## config.mk

```make
export PLATFORM = sky130hd
export DESIGN_NAME = eth_rx_buf_writer
export DESIGN_NICKNAME = d
export VERILOG_FILES = /design/src/rtl/eth_buf_pkg.sv /design/src/rtl/eth_sat_counter.sv /design/src/rtl/eth_rx_buf_writer.sv
export SDC_FILE = /design/constraint.sdc
export NUM_CORES = 1
export LEC_CHECK = 0
export BUFFER_PORTS_ARGS = -buffer_cell sky130_fd_sc_hd__buf_2
export CAP_MARGIN = 10
export CORE_MARGIN = 4
export CORE_UTILIZATION = 55
export DETAILED_ROUTE_END_ITERATION = 6
export PLACE_DENSITY = 0.85
export SYNTH_ARGS = -nofsm -noshare
export SYNTH_HDL_FRONTEND = slang
export SYNTH_SLANG_ARGS = --single-unit
```

## constraint.sdc

```tcl
create_clock -name clk -period 2.9 [get_ports clk]
set_input_delay 0.29 -clock clk [delete_from_list [all_inputs] [get_ports clk]]
set_output_delay 0.29 -clock clk [all_outputs]
set_load 0.02 [all_outputs]
```

## src/rtl/eth_buf_pkg.sv

```systemverilog
// Shared types and constants for the ethernet rx stream-to-buffer writer.
// The header occupies the first two buffer bytes; the payload follows it.
package eth_buf_pkg;

    localparam int BUF_AW_DEF  = 11;
    localparam int MAX_LEN_DEF = 2046;
    localparam int HDR_BYTES   = 2;
    localparam int HDR_HI_ADDR = 0;
    localparam int HDR_LO_ADDR = 1;

    typedef enum logic [2:0] {
        ST_IDLE,
        ST_DATA,
        ST_HDR_HI,
        ST_HDR_LO,
        ST_NOTIFY,
        ST_DISCARD
    } eth_bw_state_t;

endpackage

```

## src/rtl/eth_sat_counter.sv

```systemverilog
// Saturating up-counter: it holds at all-ones instead of wrapping.
module eth_sat_counter #(
    parameter int W = 16
) (
    input  logic         clk,
    input  logic         reset_n,
    input  logic         inc,
    output logic [W-1:0] count
);

    logic [W-1:0] count_reg;

    always_ff @(posedge clk or negedge reset_n) begin
        if (!reset_n) begin
            count_reg <= '0;
        end else if (inc && (count_reg != '1)) begin
            count_reg <= count_reg + 1'b1;
        end
    end

    assign count = count_reg;

endmodule

```

## src/rtl/eth_rx_buf_writer.sv

```systemverilog
// Writes framed stream bytes into the shared rx buffer behind a 2-byte length
// header, then raises irq_eth and stalls the stream until the CPU acknowledges.
module eth_rx_buf_writer
    import eth_buf_pkg::*;
#(
    parameter int BUF_AW  = BUF_AW_DEF,
    parameter int MAX_LEN = MAX_LEN_DEF,
    parameter int CNT_W   = 16
) (
    input  logic              clk,
    input  logic              reset_n,
    input  logic [7:0]        st_data,
    input  logic              st_valid,
    input  logic              st_sop,
    input  logic              st_eop,
    output logic              st_ready,
    output logic [BUF_AW-1:0] buf_address,
    output logic              buf_chipselect,
    output logic              buf_clken,
    output logic              buf_write,
    output logic [7:0]        buf_writedata,
    output logic              irq_eth,
    input  logic              cpu_ack,
    output logic [BUF_AW-1:0] frame_len,
    output logic              busy,
    output logic [CNT_W-1:0]  drop_count
);

    localparam logic [BUF_AW-1:0] HDR_BASE  = BUF_AW'(HDR_BYTES);
    localparam logic [BUF_AW-1:0] MAX_LEN_C = BUF_AW'(MAX_LEN);
    localparam logic [BUF_AW-1:0] HI_ADDR   = BUF_AW'(HDR_HI_ADDR);
    localparam logic [BUF_AW-1:0] LO_ADDR   = BUF_AW'(HDR_LO_ADDR);

    eth_bw_state_t     state_reg;
    logic [BUF_AW-1:0] count_reg;
    logic              ready_reg;
    logic              buf_write_reg;
    logic [BUF_AW-1:0] buf_address_reg;
    logic [7:0]        buf_writedata_reg;
    logic              irq_reg;
    logic [BUF_AW-1:0] frame_len_reg;

    logic beat;
    logic drop_inc;

    assign beat = st_valid && ready_reg;

    // A frame is dropped on a missing eop (sop seen mid-frame) or on overflow.
    assign drop_inc = beat && (state_reg == ST_DATA) && (st_sop || (count_reg == MAX_LEN_C));

    eth_sat_counter #(
        .W(CNT_W)
    ) u_drop_counter (
        .clk    (clk),
        .reset_n(reset_n),
        .inc    (drop_inc),
        .count  (drop_count)
    );

    always_ff @(posedge clk or negedge reset_n) begin
        if (!reset_n) begin
            state_reg         <= ST_IDLE;
            count_reg         <= '0;
            ready_reg         <= 1'b0;
            buf_write_reg     <= 1'b0;
            buf_address_reg   <= '0;
            buf_writedata_reg <= '0;
            irq_reg           <= 1'b0;
            frame_len_reg     <= '0;
        end else begin
            buf_write_reg <= 1'b0;
            case (state_reg)
                ST_IDLE: begin
                    ready_reg <= 1'b1;
                    if (beat && st_sop) begin
                        buf_write_reg     <= 1'b1;
                        buf_address_reg   <= HDR_BASE;
                        buf_writedata_reg <= st_data;
                        count_reg         <= BUF_AW'(1);
                        if (st_eop) begin
                            state_reg <= ST_HDR_HI;
                            ready_reg <= 1'b0;
                        end else begin
                            state_reg <= ST_DATA;
                        end
                    end
                end
                ST_DATA: begin
                    if (beat) begin
                        if (st_sop) begin
                            // Restart: this beat becomes byte 0 of a new frame.
                            buf_write_reg     <= 1'b1;
                            buf_address_reg   <= HDR_BASE;
                            buf_writedata_reg <= st_data;
                            count_reg         <= BUF_AW'(1);
                            if (st_eop) begin
                                state_reg <= ST_HDR_HI;
                                ready_reg <= 1'b0;
                            end
                        end else if (count_reg < MAX_LEN_C) begin
                            buf_write_reg     <= 1'b1;
                            buf_address_reg   <= HDR_BASE + count_reg;
                            buf_writedata_reg <= st_data;
                            count_reg         <= count_reg + 1'b1;
                            if (st_eop) begin
                                state_reg <= ST_HDR_HI;
                                ready_reg <= 1'b0;
                            end
                        end else begin
                            state_reg <= st_eop ? ST_IDLE : ST_DISCARD;
                        end
                    end
                end
                ST_DISCARD: begin
                    if (beat && st_eop) begin
                        state_reg <= ST_IDLE;
                    end
                end
                ST_HDR_HI: begin
                    buf_write_reg     <= 1'b1;
                    buf_address_reg   <= HI_ADDR;
                    buf_writedata_reg <= 8'(count_reg >> 8);
                    state_reg         <= ST_HDR_LO;
                end
                ST_HDR_LO: begin
                    buf_write_reg     <= 1'b1;
                    buf_address_reg   <= LO_ADDR;
                    buf_writedata_reg <= count_reg[7:0];
                    frame_len_reg     <= count_reg;
                    state_reg         <= ST_NOTIFY;
                end
                ST_NOTIFY: begin
                    if (cpu_ack) begin
                        irq_reg   <= 1'b0;
                        ready_reg <= 1'b1;
                        state_reg <= ST_IDLE;
                    end else begin
                        irq_reg <= 1'b1;
                    end
                end
                default: begin
                    state_reg <= ST_IDLE;
                    ready_reg <= 1'b0;
                end
            endcase
        end
    end

    assign st_ready       = ready_reg;
    assign buf_address    = buf_address_reg;
    assign buf_write      = buf_write_reg;
    assign buf_chipselect = buf_write_reg;
    assign buf_writedata  = buf_writedata_reg;
    assign buf_clken      = 1'b1;
    assign irq_eth        = irq_reg;
    assign frame_len      = frame_len_reg;
    assign busy           = (state_reg != ST_IDLE);

endmodule
```

Word level (Yosys, flattened, before mapping)
Index checks and enable logic that the tools add are counted.

storage, ports and cells
  bits in registers = 63
  bits of input ports = 14
  output and inout bits = 52

operators by class
  $add $sub $neg = 3
  magnitude comparators = 1
  eq/ne operators = 12
  mux-type cells = 39
  bitwise logic cells = 1
  reduce and logical (&&, ||, !) cells = 17

operator list
  cell                                                    number
  two-way mux 11 bit                                      8
  one-hot mux 11 bit (4 select lines)                     1
  two-way mux 8 bit                                       4
  one-hot mux 8 bit (4 select lines)                      1
  two-way mux 3 bit                                       8
  one-hot mux 11 bit (2 select lines)                     1
  one-hot mux 3 bit (6 select lines)                      1
  adder 16 x 1 -> 16 bit (second input constant)          1
  inequality test 16 bit (second input constant)          1
  AND reduction 4 bit                                     4
  two-way mux 1 bit                                       12
  adder 11 x 1 -> 11 bit (second input constant)          1
  adder 2 x 11 -> 11 bit (first input constant)           1
  equality test 11 bit (second input constant)            1
  less-than comparator 11 bit (second input constant)     1
  inequality test 2 bit (second input constant)           4
  equality test 3 x 2 -> 1 bit (second input constant)    2
  equality test 3 bit (second input constant)             2
  logical AND 1 bit                                       6
  one-hot mux 1 bit (4 select lines)                      1
  nonzero test 4 bit                                      1
  equality test 3 x 1 -> 1 bit (second input constant)    1
  logical NOT 3 bit                                       1
  inequality test 3 x 2 -> 1 bit (second input constant)  1
  8 further kinds                                         8

Longest topological paths before layout
Gate-level depths: netlist of the first run.

  depth in word-level cells = 5
  mapped depth = 9

Modules after synthesis
From an unflattened synthesis of the first run, not the netlist that was laid out.

unflattened totals
  cells, all modules = 347
  area total of the unflattened synthesis = 3415.8 sq um

by module, submodules not included
  module             instances  cells each  area an instance (sq um)
  eth_rx_buf_writer  1          275         2633.8
  eth_sat_counter    1          72          782.0

Worst setup path after synthesis of the first run
OpenSTA, ideal clock, no wires.

  path kind = register to register
  start point = register count_reg[1]
  end point = register count_reg[8]
  setup time = 104 ps
  arrival time = 2067 ps
  data required time = 2796 ps
  path slack = 730 ps
  cell stages (with the launch flop) = 8
  clock period less this slack = 2170 ps
  path through = dfrtp_1 > ha_1 > nand3_1 > nor4_2 > o21a_1 > clkbuf_1 > o21ai_0 > o41ai_2

on the way
  word-level cells in the longest chain between the ends = 5

RTL lines
  element                              RTL line                  RTL
  from (decl)                          eth_rx_buf_writer.sv:35   logic [BUF_AW-1:0] count_reg;
  from (signal assigned)               eth_rx_buf_writer.sv:104  count_reg <= count_reg + 1'b1;
  adder 11 x 1 -> 11 bit               eth_rx_buf_writer.sv:104
  two-way mux 11 bit                   eth_rx_buf_writer.sv:100  end else if (count_reg < MAX_LEN_C) begin
  two-way mux 11 bit                   eth_rx_buf_writer.sv:90   if (st_sop) begin
  two-way mux 11 bit                   eth_rx_buf_writer.sv:89   if (beat) begin
  one-hot mux 11 bit (2 select lines)  eth_rx_buf_writer.sv:72   case (state_reg)

Several ways; a longest one is shown, not always the timed one. The select of a mux whose other input is x is not followed.
A chain may end at the register's enable or synchronous reset.

Final worst setup path of the first run
  start point = register count_reg[2]
  end point = register buf_writedata_reg[2], in the netlist buf_writedata[2]

on the way
  word-level cells in the longest chain between the ends = 3

RTL lines
  element                                   RTL line                  RTL
  less-than comparator 11 bit               eth_rx_buf_writer.sv:100
  inequality test 3 x 2 -> 1 bit (no line)  -
  AND reduction 4 bit (no line)             -
  to (signal assigned)                      eth_rx_buf_writer.sv:94   buf_writedata_reg <= st_data;
  to (signal assigned)                      eth_rx_buf_writer.sv:103  buf_writedata_reg <= st_data;
  to (signal assigned)                      eth_rx_buf_writer.sv:122  buf_writedata_reg <= 8'(count_reg >> 8);
  to (decl)                                 eth_rx_buf_writer.sv:39   logic [7:0] buf_writedata_reg;

Several ways; a longest one is shown, not always the timed one.

==> metrics.csv, run 1 <==
stage;metric;value;unit
sta;fmax;403;MHz
place;io_buffers;64;
synthesis;synth-edff-count;0;
final_layout;drive_gt1_share;23.4;%
pwr;ir_drop;533;uV
pwr;combPwrFrac;35.4;%
synthesis;ys.flop_type;dfrtp_1;
final_layout;finish.net_count;423;
synthesis;yosys_warnings;0;
sta;rsz0062_at_grt;no;
global_routing;overflow;0;
place;placed_area;0.00355;sq mm
routing;ant_nets;0;
sta;hold_viol;0;
die;die_h;84.3;microns
flow_run;cap_violations;0;
final_layout;fillers;469;
pwr;p_leak;1.80;nW
final_layout;area_growth;17.2;%
cts;cts_resized;0;
sta;period_share;85.5;%
routing;via_count;2754;
cts;cts_tree;built;
status;status;complete, no violations;
global_routing;grt_pass1_wl;12700;microns
pwr;p_sw_share;39.9;%
cts;clk_pin_slew;0.07;ns
sta;tightest_slew;0.771;ns
place;pre_cts_ws;0.492;ns
pwr;pwr-share-clk;24.6;%
final_layout;diodes;0;
routing;drc;0;
synthesis;synth.distinct_cells;47;
routing;via_per_inst;5.71;
critical_path;startpoint_type;flip-flop;
pwr;report.power.total;0.00306;W
cts;cts_made_buffers;9;
routing;drt_first_pass_iters;5;
min_path;min_path_type;in2async;
final_layout;design_area;0.00375;sq mm
place;gp_routability_congestion;0.993;
routing;top_layer;met4;
place;dp_hpwl;5150;microns
pwr;seqPwrFrac;40.0;%
sta;finalSetupTns;0;ns
pwr;intPower;0.00184;W
critical_path;cp-end-kind;flip-flop;
routing;met3_length;529;microns
cts;cts-root-buf;clkbuf_8;
routing;drtIter0Drc;313;
synthesis;syn-mean-instance-area;9.22;sq um
die;io_pins;66;
sta;setup_viol;0;
synthesis;ys_ff_latch;63;
pwr;p_per_area;818;mW/mm^2
cts;clkLatencyLatePin;0.34;ns
synthesis;ys_seq_area_share;49.3;%
sta;relSlewSlack;48.6;%
routing;wl;7370;microns
synthesis;netlist_instances;347;
synthesis;async_reset_ff_share;100;%
sta;clock_skew;0.00841;ns
critical_path;critPathArrivalTime;2.69;ns
cts;cts_buffer_depth;2;
die;start_util;57.4;%
final_layout;multi_input_area;0.00149;sq mm
routing;m1WireLength;3170;microns
pwr;switchingPower;0.00122;W
sta;slew_violations;0;
global_routing;track_usage;22.2;%
final_layout;largest_reg_flops;16;
global_routing;first_global_vias;2641;
synthesis;netlist_area;0.00320;sq mm
sta;setup_slack;0.421;ns
critical_path;crit_required;3.11;ns
cts;ctsHoldBuffers;0;
routing;wl_per_cell;15.3;microns
global_routing;grt_max_degree;64;
final_layout;regArea;0.00158;sq mm
sta;period_needed;2.48;ns
final_layout;utilization;67.2;%
cts;cts.sink_count;63;
die;rows;27;
routing;wl_met2;3510;microns
critical_path;cp_max_fo;19;
die;die_x;84.3;microns
cts;htree_levels;3;
critical_path;path_class;reg2reg;
global_routing;antenna_found_initial;0;
die;coreArea;0.00557;sq mm
synthesis;syn_nets;365;
die;die_area;0.00710;sq mm
cts;post_cts_buffers;0;
## synth_stat cells, types with 4 or more instances
master	instances	share of area, %
o31ai_1	13	3.1
inv_1	6	0.70
clkbuf_1	14	1.6
xor2_1	4	1.1
mux2_2	4	1.4
ha_1	4	1.6
nand2b_1	4	0.78
xnor2_1	16	4.4
o21ai_0	27	4.2
a22oi_1	6	1.4
or3_1	4	0.78
nand2_1	71	8.3
nand4_1	14	2.7
nor2_1	21	2.5
mux2i_1	5	1.6
buf_2	5	0.78
nand3_1	10	1.6
dfrtp_1	63	49
and2_1	4	0.78
a21oi_1	13	2.0
buf_4	4	0.94
nor3_1	5	0.78
## worst max-delay path, cell delays in order, from the launching register on
cell	delay, ns
dfrtp_1	0.47
ha_1	0.29
nand3_1	0.20
nor4_2	0.54
o22a_1	0.44
buf_4	0.28
o21ai_0	0.13
## power groups by stage
stage / Combinational [W] / Sequential [W] / Clock (W)
floorplan: 0.000697 / 0.00132 / 0
global placement: 0.00106 / 0.00123 / 0
detailed placement: 0.00108 / 0.00124 / 0
CTS: 0.00109 / 0.00122 / 0.000768
global route: 0.00121 / 0.00126 / 0.000813
finish: 0.00109 / 0.00122 / 0.000754
## per-layer routing
layer | track usage [%] | vias to the layer above
met5 | 0 | -
met4 | 10.1 | 0
met3 | 5.30 | 15
met2 | 35.3 | 101
met1 | 28.7 | 1320
li1 | - | 1318
## worst paths after layout
check,cells past startpoint,slack (ns),startpoint,end
max in group asynchronous,2,2.27,reset_n,u_drop_counter.count[8]
worst max register to register,6,0.42,count_reg[2],buf_writedata[2]
worst min-delay path,2,0.09,reset_n,buf_chipselect
min in group clk,3,0.24,st_data[0],buf_writedata[0]
worst max-delay path,6,0.42,count_reg[2],buf_writedata[2]
worst min register to register,2,0.47,frame_len[1],frame_len[1]
## cell type report
cell class / instances / area share (%)
repair buffers: 71 / 9.95
clock buffers: 10 / 3.67
multi-input cells: 254 / 39.7
flip-flops and latches: 63 / 42.1
inverters: 6 / 0.601
well taps: 72 / 2.40
clock inverters: 6 / 1.60
## per-stage QoR
| step | instances | hold WS [ns] |
|---|---|---|
| floorplan | 347 | -0.00559 |
| global placement | 466 | 0.456 |
| detailed placement | 466 | 0.458 |
| CTS | 482 | 0.135 |
| global route | 482 | 0.167 |
| finish | 482 | 0.0882 |
## cells in the final DEF, fill, tap and decap left out, types with 7 or more instances in the layout
master	n
a21oi_1	13
xnor2_1	16
buf_4	7
buf_2	64
clkbuf_8	10
nand2_1	71
nand3_1	10
nor2_1	21
o21ai_0	27
dfrtp_1	63
o31ai_1	13
nand4_1	14
## logic make-up (layout without fill, tap and decap cells)
logic type	Yosys count	after routing	synth area share, %
buffers and inverters	30	93	4.19
AO/OA/AOI/OAI	74	74	14.9
flip-flops	63	63	49.3
AND/OR/NAND/NOR	146	146	21.5
multiplexers	9	9	2.97
other	1	1	0.117
adder cells (fa/ha/maj)	4	4	1.57
XOR/XNOR	20	20	5.48
(Power assumes the default switching activity.)
==> run 2: changes to the inputs <==
Settings changed: PLACE_DENSITY 0.85 to 0.84, SYNTH_HIERARCHICAL set to 1.
==> metrics.csv, run 2 <==
stage;metric;value;unit;change
cts;cts_buffer_depth;2;;unchanged
routing;wl_per_cell;16.4;microns;+7.3%
cts;post_cts_buffers;0;;unchanged
synthesis;syn-mean-instance-area;9.84;sq um;+6.8%
synthesis;ys.flop_type;dfrtp_1;;
sta;finalSetupTns;0;ns;unchanged
routing;ant_nets;0;;unchanged
final_layout;layout_commonest_cell;buf_2;;
routing;drc;0;;unchanged
die;coreArea;0.00599;sq mm;+7.5%
sta;relSlewSlack;47.9;%;-0.67 points
die;die_area;0.00754;sq mm;+6.1%
final_layout;final_cell_mix;buf_2, dfrtp_1, nand2_1, nor2_1, a21oi_1;;
routing;drtIter0Drc;256;;-18%
final_layout;design_area;0.00400;sq mm;+6.7%
critical_path;critPathArrivalTime;2.75;ns;+0.06 ns
global_routing;first_global_vias;2828;;+7.1%
global_routing;grt_max_degree;64;;unchanged
synthesis;netlist.area_leader.share;46.2;%;-3.1 points
critical_path;startpoint_type;flip-flop;;
sta;clock_skew;0.0110;ns;+0.00258 ns
flow_run;cap_violations;0;;unchanged
place;dp_hpwl;5890;microns;+14%
routing;via_per_inst;5.90;;+3.3%
global_routing;grt_pass1_wl;13800;microns;+8.4%
synthesis;syn_nets;365;;unchanged
synthesis;yosys-top-cells-count;dfrtp_1, nand2_1, nor2_1, a21oi_1, nand3_1;;
cts;htree_levels;3;;unchanged
global_routing;antenna_found_initial;0;;unchanged
synthesis;ys_ff_latch;63;;unchanged
sta;rsz0062_at_grt;no;;
critical_path;cp-end-kind;flip-flop;;
pwr;p_leak;1.94;nW;+8.1%
cts;cts_tree;built;;
synthesis;netlist_instances;347;;unchanged
cts;clk_pin_slew;0.07;ns;about the same
die;die_x;86.8;microns;+3.0%
sta;period_share;87.0;%;+1.5 points
die;rows;28;;+3.7%
sta;tightest_slew;0.781;ns;+0.0101 ns
global_routing;track_usage;23.5;%;+1.3 points
synthesis;yosys_warnings;6;;+6
die;io_pins;66;;unchanged
cts;cts_made_buffers;9;;unchanged
final_layout;finish.net_count;426;;+0.71%
sta;period_needed;2.52;ns;+0.0449 ns
critical_path;crit_required;3.13;ns;+0.02 ns
die;die_h;86.8;microns;+3.0%
synthesis;post-synth-top-count-cell;dfrtp_1;;
synthesis;synth-edff-count;0;;unchanged
min_path;min_path_type;in2async;;
synthesis;async_reset_ff_share;100;%;unchanged
final_layout;area_growth;17.1;%;about the same
pwr;p_per_area;871;mW/mm^2;+6.5%
sta;setup_slack;0.376;ns;-0.0449 ns
cts;cts_resized;0;;unchanged
sta;fmax;396;MHz;-1.8%
place;pre_cts_ws;0.411;ns;-0.0809 ns
place;placed_area;0.00377;sq mm;+6.2%
cts;cts-root-buf;clkbuf_8;;
routing;via_count;2881;;+4.6%
sta;slew_violations;0;;unchanged
synthesis;synth.distinct_cells;54;;+15%
cts;cts.sink_count;63;;unchanged
pwr;ir_drop;607;uV;+14%
synthesis;yosysTopAreaCell;dfrtp_1;;
final_layout;diodes;0;;unchanged
status;status;complete, no violations;;
routing;drt_first_pass_iters;5;;unchanged
die;start_util;57.0;%;-0.36 points
synthesis;netlist_area;0.00342;sq mm;+6.8%
place;gp_routability_congestion;0.978;;-1.5%
critical_path;cp_max_fo;11;;-8
global_routing;overflow;0;;unchanged
routing;wl;8000;microns;+8.6%
synthesis;ys_seq_area_share;46.2;%;-3.1 points
sta;hold_viol;0;;unchanged
sta;setup_viol;0;;unchanged
critical_path;path_class;reg2reg;;
final_layout;largest_reg_flops;16;;unchanged
final_layout;drive_gt1_share;27.8;%;+4.4 points
cts;ctsHoldBuffers;0;;unchanged
cts;clkLatencyLatePin;0.35;ns;about the same
synthesis;synth_area_leaders;dfrtp_1, nand2_1, mux2_2, mux2i_1, a21oi_1;;
place;io_buffers;64;;unchanged
[run 2: logic make-up after synthesis]
logic type                 synth area share, %
AOI/OAI and AO/OA                         13.2
and+or+nand+nor                           20.8
xor gates and xnor gates                  3.59
muxes                                     9.34
buffers and inverters                     5.42
DFF                                       46.2
other                                    0.110
adders and majority gates                 1.47
[run 2: worst paths after layout]
path	startpoint	to	slack, ns	depth (start not counted)
worst max-delay path	count_reg[1]	buf_address[3]	0.38	6
worst min-delay path	reset_n	buf_writedata[0]	0.11	2
worst max register to register	count_reg[1]	buf_address[3]	0.38	6
worst min register to register	frame_len[5]	frame_len[5]	0.47	2
max in group asynchronous	reset_n	buf_writedata[7]	2.28	2
min in group clk	st_data[0]	buf_writedata[0]	0.23	3
[run 2: where the power goes]
part	internal [W]	switching (W)	leakage (nW)
clock network	0.000534	0.000351	0.113
logic	0.000548	0.000831	0.991
registers	0.00105	0.000169	0.837
[run 2: layout make-up]
type	instances	area [sq um]
clock buffer	12	155
clock inverter	4	76.3
fill	474	1990
inverter	13	48.8
multi-input combinational	247	1650
sequential	63	1580
tap	75	93.8
timing repair buffer	74	395
[run 2: layer usage]
metal	wire, microns	share of wire (%)	track usage, %
met4	226	2.8	11.0
met2	3770	47	36.9
met1	3440	43	30.6
met5	0	0	0
met3	561	7.0	5.32
[run 2: per-stage QoR]
| stage | total power, W | utilization, % | hold WS, ns | cells |
|---|---|---|---|---|
| 6_report | 0.00348 | 66.8 | 0.107 | 488 |
| 5_1_grt | 0.00370 | 66.8 | 0.176 | 488 |
| 4_1_cts | 0.00350 | 66.8 | 0.137 | 488 |
| 3_5_place_dp | 0.00261 | 62.9 | 0.458 | 472 |
| 3_3_place_gp | 0.00257 | 62.9 | 0.452 | 472 |
| 2_1_floorplan | 0.00227 | - | -0.00559 | 347 |
[run 2: critical path: stages (launching register included)]
cell      delay (ns)
dfrtp_1         0.48
ha_1            0.31
and4_1          0.27
a41o_4          0.33
o211ai_4        0.39
buf_4           0.30
mux2_4          0.32
==> run 3: changes to the inputs <==
Settings changed: RECOVER_POWER set to 25.
==> metrics.csv, run 3 (synthesis gave the netlist of run 2 again) <==
stage;metric;value;unit;change
status;status;complete, but fails checks;;
status;violations;max-capacitance violations, max-slew violations;;
cts;ctsHoldBuffers;0;;unchanged
cts;cts_buffer_depth;2;;unchanged
global_routing;track_usage;23.5;%;unchanged
cts;cts_tree;built;;
critical_path;cp_max_fo;11;;unchanged
die;die_h;86.8;microns;unchanged
pwr;ir_drop;607;uV;about the same
die;io_pins;66;;unchanged
die;die_x;86.8;microns;unchanged
final_layout;design_area;0.00400;sq mm;about the same
final_layout;final_cell_mix;buf_2, dfrtp_1, nand2_1, nor2_1, a21oi_1;;
routing;drt_first_pass_iters;5;;unchanged
sta;period_share;87.1;%;about the same
routing;wl_per_cell;16.4;microns;about the same
critical_path;critPathArrivalTime;2.76;ns;about the same
cts;cts.sink_count;63;;unchanged
place;gp_routability_congestion;0.978;;unchanged
sta;setup_viol;0;;unchanged
global_routing;grt_pass1_wl;13800;microns;unchanged
final_layout;drive_gt1_share;27.8;%;unchanged
sta;slew_violations;64;;+64
pwr;report.power.total;0.00348;W;about the same
global_routing;grt_max_degree;64;;unchanged
pwr;p_leak;1.94;nW;about the same
critical_path;startpoint_type;flip-flop;;
place;dp_hpwl;5890;microns;unchanged
final_layout;layout_commonest_cell;buf_2;;
cts;cts_made_buffers;9;;unchanged
routing;via_per_inst;5.90;;about the same
sta;period_needed;2.52;ns;+0.000355 ns
place;placed_area;0.00377;sq mm;unchanged
die;coreArea;0.00599;sq mm;unchanged
routing;via_count;2879;;-0.069%
sta;relSlewSlack;-1.47;%;-49 points
routing;drtIter0Drc;256;;unchanged
sta;hold_viol;0;;unchanged
cts;cts_resized;0;;unchanged
critical_path;cp-end-kind;flip-flop;;
critical_path;path_class;reg2reg;;
final_layout;finish.net_count;426;;unchanged
die;die_area;0.00754;sq mm;unchanged
routing;drc;0;;unchanged
cts;clkLatencyLatePin;0.35;ns;about the same
sta;finalSetupTns;0;ns;unchanged
final_layout;fillers;475;;+0.21%
pwr;p_per_area;871;mW/mm^2;about the same
routing;wl;8000;microns;about the same
sta;tightest_slew;1.52;ns;+0.741 ns
global_routing;antenna_found_initial;0;;unchanged
sta;rsz0062_at_grt;no;;
routing;ant_nets;0;;unchanged
critical_path;ff2ff_path_depth;6;;unchanged
die;rows;28;;unchanged
critical_path;crit_required;3.13;ns;about the same
cts;clk_pin_slew;0.07;ns;about the same
min_path;min_path_type;in2reg;;
final_layout;multi_input_area;0.00165;sq mm;unchanged
sta;clock_skew;0.0110;ns;+0.000000700 ns
min_path;worstHoldPathCells;3;;
cts;cts-root-buf;clkbuf_8;;
place;io_buffers;64;;unchanged
sta;fmax;396;MHz;about the same
final_layout;largest_reg_flops;16;;unchanged
global_routing;overflow;0;;unchanged
flow_run;cap_violations;1;;+1
cts;post_cts_buffers;0;;unchanged
final_layout;area_growth;17.0;%;about the same
final_layout;regArea;0.00158;sq mm;unchanged
die;start_util;57.0;%;unchanged
cts;htree_levels;3;;unchanged
final_layout;diodes;0;;unchanged
global_routing;first_global_vias;2828;;unchanged
==> run 3: metal layers <==
layer	GRT usage, %	up-vias	wire [microns]
li1	-	1367	-
met2	36.9	124	3770
met3	5.32	26	557
met5	0	-	0
met4	11.0	0	226
met1	30.6	1362	3450
==> run 3: power breakdown <==
part           internal [W]  total [W]  switching, W
Sequential          0.00105    0.00122      0.000169
Combinational      0.000547    0.00138      0.000831
Clock              0.000534   0.000885      0.000351
==> run 3: worst max-delay path, cell delays in order (launching register included) <==
cell and delay, ns:
dfrtp_1 0.48, ha_1 0.31, and4_1 0.27, a41o_4 0.33, o211ai_4 0.39, buf_4 0.30, mux2_4 0.32
==> run 3: layout make-up <==
cell class / instances / share of cell area (%)
inverters: 13 / 1.22
flip-flops and latches: 63 / 39.4
repair buffers: 74 / 9.83
clock buffers: 12 / 3.88
multi-input cells: 247 / 41.4
clock inverters: 4 / 1.91
well taps: 75 / 2.35
==> run 3: worst paths after layout <==
check / slack, ns / end / start
max: 0.38 / buf_address[3] / count_reg[1]
min: 0.23 / buf_writedata[0] / st_data[0]
max reg2reg: 0.38 / buf_address[3] / count_reg[1]
min reg2reg: 0.47 / frame_len[5] / frame_len[5]
max in group asynchronous: 1.59 / buf_writedata[7] / reset_n
min in group asynchronous: 0.40 / buf_writedata[0] / reset_n
==> run 3: stage by stage <==
step	utilization, %	setup WS [ns]	hold slack [ns]	std cells
after CTS	66.8	0.399	0.137	488
after global placement	62.9	0.466	0.452	472
final	66.7	0.375	0.234	488
after global routing	66.7	0.248	0.249	488
after detailed placement	62.9	0.411	0.458	472
after floorplan	-	0.362	-0.00559	347
